[src/rtl/vanilla_scoreboard_latency_tracker.sv]
// vanilla_scoreboard_latency_tracker
// Observational scoreboard monitor: tracks pending register writes per
// category, how long each has been outstanding, reports retirements with
// their set-to-clear latency, keeps the worst latency per category and
// flags sets that target an already-pending register.
module vanilla_scoreboard_latency_tracker #(
    parameter int els_p             = 32,
    parameter int reg_addr_width_lp = $clog2(els_p),
    parameter int num_cat_p         = 4,
    parameter int age_width_p       = 16,
    parameter int ignore_r0_p       = 1
) (
    input  logic                                        clk_i,
    input  logic                                        reset_i,
    input  logic                                        set_v_i,
    input  logic [reg_addr_width_lp-1:0]                set_id_i,
    input  logic [num_cat_p-1:0]                        set_cat_i,
    input  logic                                        clear_v_i,
    input  logic [reg_addr_width_lp-1:0]                clear_id_i,
    output logic [els_p*num_cat_p-1:0]                  pending_o,
    output logic [els_p*age_width_p-1:0]                age_o,
    output logic [num_cat_p*(reg_addr_width_lp+1)-1:0]  outstanding_o,
    output logic                                        retire_v_o,
    output logic [reg_addr_width_lp-1:0]                retire_id_o,
    output logic [num_cat_p-1:0]                        retire_cat_o,
    output logic [age_width_p-1:0]                      retire_latency_o,
    output logic [num_cat_p*age_width_p-1:0]            max_latency_o,
    output logic                                        violation_o
);

    localparam int                     CNT_W   = reg_addr_width_lp + 1;
    localparam logic [age_width_p-1:0] AGE_MAX = {age_width_p{1'b1}};

    logic [num_cat_p-1:0]         r_pend [els_p];
    logic [age_width_p-1:0]       r_age  [els_p];
    logic [age_width_p-1:0]       r_max  [num_cat_p];
    logic                         r_retire_v;
    logic [reg_addr_width_lp-1:0] r_retire_id;
    logic [num_cat_p-1:0]         r_retire_cat;
    logic [age_width_p-1:0]       r_retire_lat;
    logic                         r_violation;

    logic                         w_set_ev;
    logic                         w_set_busy;
    logic                         w_clr_ev;
    logic [num_cat_p-1:0]         w_clr_pend;
    logic [age_width_p-1:0]       w_clr_age;
    logic [age_width_p-1:0]       w_lat;
    logic [CNT_W-1:0]             w_cnt [num_cat_p];

    // Qualify set/clear events and compute the saturating retire latency.
    always_comb begin
        w_set_ev   = set_v_i && (set_cat_i != {num_cat_p{1'b0}})
                     && !((ignore_r0_p != 0) && (set_id_i == {reg_addr_width_lp{1'b0}}));
        w_set_busy = |r_pend[set_id_i];
        w_clr_pend = r_pend[clear_id_i];
        w_clr_age  = r_age[clear_id_i];
        // A set to the same register in the same cycle wins over the clear.
        w_clr_ev   = clear_v_i && (|w_clr_pend) && !(w_set_ev && (set_id_i == clear_id_i));
        if (w_clr_age == AGE_MAX) begin
            w_lat = AGE_MAX;
        end else begin
            w_lat = w_clr_age + {{(age_width_p-1){1'b0}}, 1'b1};
        end
    end

    // Per-register pending bits and age counters.
    always_ff @(posedge clk_i) begin
        if (reset_i) begin
            for (int i = 0; i < els_p; i++) begin
                r_pend[i] <= {num_cat_p{1'b0}};
                r_age[i]  <= {age_width_p{1'b0}};
            end
        end else begin
            for (int i = 0; i < els_p; i++) begin
                if (w_set_ev && (set_id_i == reg_addr_width_lp'(i))) begin
                    r_pend[i] <= r_pend[i] | set_cat_i;
                    r_age[i]  <= {age_width_p{1'b0}};
                end else if (w_clr_ev && (clear_id_i == reg_addr_width_lp'(i))) begin
                    r_pend[i] <= {num_cat_p{1'b0}};
                    r_age[i]  <= {age_width_p{1'b0}};
                end else if (|r_pend[i]) begin
                    if (r_age[i] != AGE_MAX) begin
                        r_age[i] <= r_age[i] + {{(age_width_p-1){1'b0}}, 1'b1};
                    end else begin
                        r_age[i] <= r_age[i];
                    end
                end else begin
                    r_age[i] <= {age_width_p{1'b0}};
                end
            end
        end
    end

    // Registered retire report; data holds its last value between pulses.
    always_ff @(posedge clk_i) begin
        if (reset_i) begin
            r_retire_v   <= 1'b0;
            r_retire_id  <= {reg_addr_width_lp{1'b0}};
            r_retire_cat <= {num_cat_p{1'b0}};
            r_retire_lat <= {age_width_p{1'b0}};
        end else begin
            r_retire_v <= w_clr_ev;
            if (w_clr_ev) begin
                r_retire_id  <= clear_id_i;
                r_retire_cat <= w_clr_pend;
                r_retire_lat <= w_lat;
            end else begin
                r_retire_id  <= r_retire_id;
                r_retire_cat <= r_retire_cat;
                r_retire_lat <= r_retire_lat;
            end
        end
    end

    // Worst-case retire latency per category.
    always_ff @(posedge clk_i) begin
        if (reset_i) begin
            for (int c = 0; c < num_cat_p; c++) begin
                r_max[c] <= {age_width_p{1'b0}};
            end
        end else begin
            for (int c = 0; c < num_cat_p; c++) begin
                if (w_clr_ev && w_clr_pend[c] && (w_lat > r_max[c])) begin
                    r_max[c] <= w_lat;
                end else begin
                    r_max[c] <= r_max[c];
                end
            end
        end
    end

    // Sticky flag for a set that targets an already-pending register.
    always_ff @(posedge clk_i) begin
        if (reset_i) begin
            r_violation <= 1'b0;
        end else if (w_set_ev && w_set_busy) begin
            r_violation <= 1'b1;
        end else begin
            r_violation <= r_violation;
        end
    end

    // Per-category popcount of pending registers.
    always_comb begin
        for (int c = 0; c < num_cat_p; c++) begin
            w_cnt[c] = {CNT_W{1'b0}};
            for (int i = 0; i < els_p; i++) begin
                w_cnt[c] = w_cnt[c] + CNT_W'(r_pend[i][c]);
            end
        end
    end

    for (genvar gi = 0; gi < els_p; gi++) begin : g_reg_out
        assign pending_o[gi*num_cat_p +: num_cat_p]  = r_pend[gi];
        assign age_o[gi*age_width_p +: age_width_p]  = r_age[gi];
    end

    for (genvar gc = 0; gc < num_cat_p; gc++) begin : g_cat_out
        assign outstanding_o[gc*CNT_W +: CNT_W]           = w_cnt[gc];
        assign max_latency_o[gc*age_width_p +: age_width_p] = r_max[gc];
    end

    assign retire_v_o       = r_retire_v;
    assign retire_id_o      = r_retire_id;
    assign retire_cat_o     = r_retire_cat;
    assign retire_latency_o = r_retire_lat;
    assign violation_o      = r_violation;

endmodule

[config.mk]
export PLATFORM = sky130hd
export DESIGN_NAME = vanilla_scoreboard_latency_tracker
export DESIGN_NICKNAME = d
export VERILOG_FILES = /design/src/rtl/vanilla_scoreboard_latency_tracker.sv
export SDC_FILE = /design/constraint.sdc
export NUM_CORES = 2
export LEC_CHECK = 0
export ABC_CLOCK_PERIOD_IN_PS = 11500
export CAP_MARGIN = 20
export CELL_PAD_IN_SITES_DETAIL_PLACEMENT = 0
export CELL_PAD_IN_SITES_GLOBAL_PLACEMENT = 1
export CORE_MARGIN = 2
export CORE_UTILIZATION = 40
export CTS_CLUSTER_SIZE = 25
export DETAILED_ROUTE_END_ITERATION = 10
export PLACE_DENSITY_LB_ADDON = 0.1
export SYNTH_ARGS = -nofsm -noshare
export SYNTH_HDL_FRONTEND = slang
export SYNTH_SLANG_ARGS = --single-unit
[constraint.sdc]
create_clock -name clk_i -period 11.5 [get_ports clk_i]
set_clock_uncertainty 0.05 [all_clocks]
set_input_delay 2.3 -clock clk_i [delete_from_list [all_inputs] [get_ports clk_i]]
set_output_delay 2.3 -clock clk_i [all_outputs]
set_load 0.01 [all_outputs]
==> results.tsv <==
metric	value	unit
PnR worst setup slack	2.530	ns
Setup TNS Final	0	ns
Worst Setup End Kind	register	
Worst Path Arrival	9.35	ns
prevailing post-synth register cell	edfxtp_1	
initial antenna violation count	13	
# DRC	0	
Async SR Flop Fraction	0	
std cell rows	124	
1st-iter DRT viols	4576	
FF-to-FF setup slack	4.46	ns
Die W	344.3	um
Synth area leader	edfxtp_1	
die span in y	344.3	um
hold buffers post-CTS	0	
Mapped Area	46320	um^2
RSZ-0062 raised after global routing	false	
final instance area	58630	um^2
final hold violations	0	
core region area	114700	um^2
Post-CTS Resized	0	
WL per Instance	31.74	um
number of port buffers	772	
Initial Utilization	0.4040	
Antenna Nets Post-Route	0	
Post-Syn Area per Cell	10.89	um^2
RePlAce Congestion	0.9369	
placed cell area	55600	um^2
CTS buffer count	87	
top cell type's share of synthesized area	0.4564	
Seq cells post-synth	731	
Min-Delay Path Class	reg2reg	
I/O pin total	773	
vias in the first global route	37450	
crit path max fanout	79	
status	finished, final reports clean	
post-placement cell count	6438	
Tmin final	8.970	ns
fmax	111.5	MHz
Worst-Skew Late Latency	0.68	ns
MaxCap Viol Count	0	
Internal	6.062	mW
Root Driver	clkbuf_16	
Synth warnings	0	
sw frac	0.3092	
Post-Synthesis Cells	4252	
TritonRoute pass-1 iters	5	
DR vias	39450	
ratio of cells with drive above 1 in the final layout	0.07931	
Post-CTS Repair Setup Buffers	0	
HPWL Detailed	166600	um
TritonCTS Sinks	731	
fin crit share	0.7800	
Slew @ Worst Pin	1.147	ns
LEAKAGE	22.01	nW
Clk pin slew, worst setup/hold paths	0.06	ns
CTS tree	done	
Finished Layout Cells	6612	
Comb power frac	0.301	
number of synthesized flops with an enable pin	704	
Relative slew margins	0.2345	
final slew viol count	0	
drt total wl	209900	um
register area share after synthesis	0.4681	
gr usage total	0.3462	
Seq pwr share	0.362	
final setup fails	0	
CP Launch Type	input port	
Place WS	1.849	ns
sw power	2.714	mW
Distinct cells, synth	92	
CTS H-tree depth	3	
area grow syn2layout	26.59	%
Finished Core Util	0.5114	
CP Data Required Time	11.88	ns
WS Path Type	in2reg	
remaining global-route overflow	0	
Layout Nets	5256	
Cell Pwr Density	149.7	nW/um^2
mean number of vias per cell	5.967	
largest net degree at the start of global routing	84	
Area contributors post-synth	edfxtp_1 46%, nor2_1 6.3%, mux4_2 6.2%, xor2_1 5.2%, fa_1 4.1%	
total die area	118500	um^2
first-pass GRT wire length	290600	um
Peak VDD IR	0.2876	mV
clk buf depth	3	
Clock Power Share	0.337	
[critical path, cell delays in order]
cell       delay, ns
buf_8           0.64
buf_4           0.66
mux4_1          0.64
a22o_1          0.24
a2111oi_0       0.41
buf_4           0.22
a221oi_2        0.05
nand4_2         0.24
or4_1           0.36
nor2_1          0.16
nor2_1          0.44
inv_1           0.26
ha_1            0.37
nand4_1         0.13
nor4_1          0.58
nand3_1         0.21
o211ai_2        0.63
o21ai_1         0.39
buf_4           0.29
[routing by layer]
metal / vias to the layer above / wire length (um) / GRT usage
li1: 16800 / - / -
met4: 6 / 9644 / 0.1459
met3: 397 / 21710 / 0.08157
met2: 2199 / 95750 / 0.5434
met5: - / 42 / 0
met1: 20050 / 82720 / 0.4600
[path summary, 6_finish.rpt]
kind                                           from                  end  cells past startpoint
worst max-delay path                  clear_id_i[1]          r_max[3][1]                     19
worst min-delay path            retire_latency_o[8]  retire_latency_o[8]                      2
worst max register to register          r_age[5][0]          r_max[3][1]                     20
worst min register to register  retire_latency_o[8]  retire_latency_o[8]                      2
[power groups by stage]
| stage | clock, mW | sequential [mW] | combinational (mW) |
|---|---|---|---|
| CTS | 2.97 | 3.18 | 2.67 |
| global placement | 0 | 3.23 | 2.64 |
| global route | 3.06 | 3.18 | 2.94 |
| finish | 2.96 | 3.18 | 2.64 |
| detailed placement | 0 | 3.23 | 2.66 |
| floorplan | 0 | 3.17 | 1.51 |
[through the flow]
step | hold WS, ns | power [mW]
finish | 0.4199 | 8.776
global route | 0.4470 | 9.183
CTS | 0.4201 | 8.819
detailed placement | 0.4123 | 5.891
global placement | 0.4001 | 5.872
floorplan | 0.4305 | 4.677
[final cells by class]
cell class / count / area (um^2)
inverters: 264 / 991.0
flip-flops and latches: 731 / 21680
diodes: 6 / 15.01
clock inverters: 54 / 584.3
fillers: 10540 / 56020
repair buffers: 834 / 8188
clock buffers: 108 / 2381
multi-input cells: 3103 / 22900
well taps: 1512 / 1892
[flip-flops by register name, indices dropped and copies added (netlist names)]
| name | flops |
|---|---|
| r_age | 512 |
| r_pend | 128 |
| r_max | 64 |
| retire_latency_o | 16 |
| retire_id_o | 5 |
| retire_cat_o | 4 |
| retire_v_o | 1 |
| violation_o | 1 |
[synthesized netlist by cell type (all sizes together) (15+ instances only)]
library cell / number
mux2i: 112
o221ai: 25
nor2: 791
edfxtp: 704
mux4: 129
nand3: 255
nand2b: 31
a21oi: 66
o22ai: 15
buf: 75
or3: 28
xor2: 273
and2: 19
o21a: 86
ha: 121
a21o: 29
xnor2: 198
clkbuf: 82
nor3: 94
a211oi: 16
nand4: 75
o21ai: 37
or2: 26
and3: 120
inv: 263
fa: 96
nand2: 246
nor4: 55
nor2b: 24
dfxtp: 27
[placed cells by master (no fill, tap or decap), types with 13 or more instances in the layout]
cell,instances
or2_2,14
mux2i_1,112
o21ai_0,28
inv_1,263
a22oi_1,13
xnor2_1,198
clkdlybuf4s50_1,764
nor4_1,45
o221ai_1,21
nand2b_1,31
and3_1,119
nand4_1,74
clkinv_2,17
nor2b_1,24
o22ai_1,15
bufinv_16,13
clkbuf_1,13
and2_1,18
fa_1,96
ha_1,121
nor3_1,93
nor2_1,782
a21oi_1,64
mux4_2,127
clkinv_1,21
a21o_1,29
xor2_1,273
clkbuf_16,91
a211oi_1,15
buf_4,61
nand3_1,255
or3_1,28
o21a_1,86
nand2_1,245
dfxtp_1,27
edfxtp_1,704
[kinds of logic after synthesis]
kind of cell             after synthesis  synth area share
buffers and inverters                421           0.04031
flip-flops                           731            0.4681
AND/OR/NAND/NOR                     1804            0.1808
multiplexers                         253           0.09009
XOR/XNOR                             471           0.08907
AO/OA/AOI/OAI                        354           0.05735
other                                  1        0.00008097
adder cells (fa/ha/maj)              217           0.07418
No activity file was read; power rests on OpenSTA's default activity.
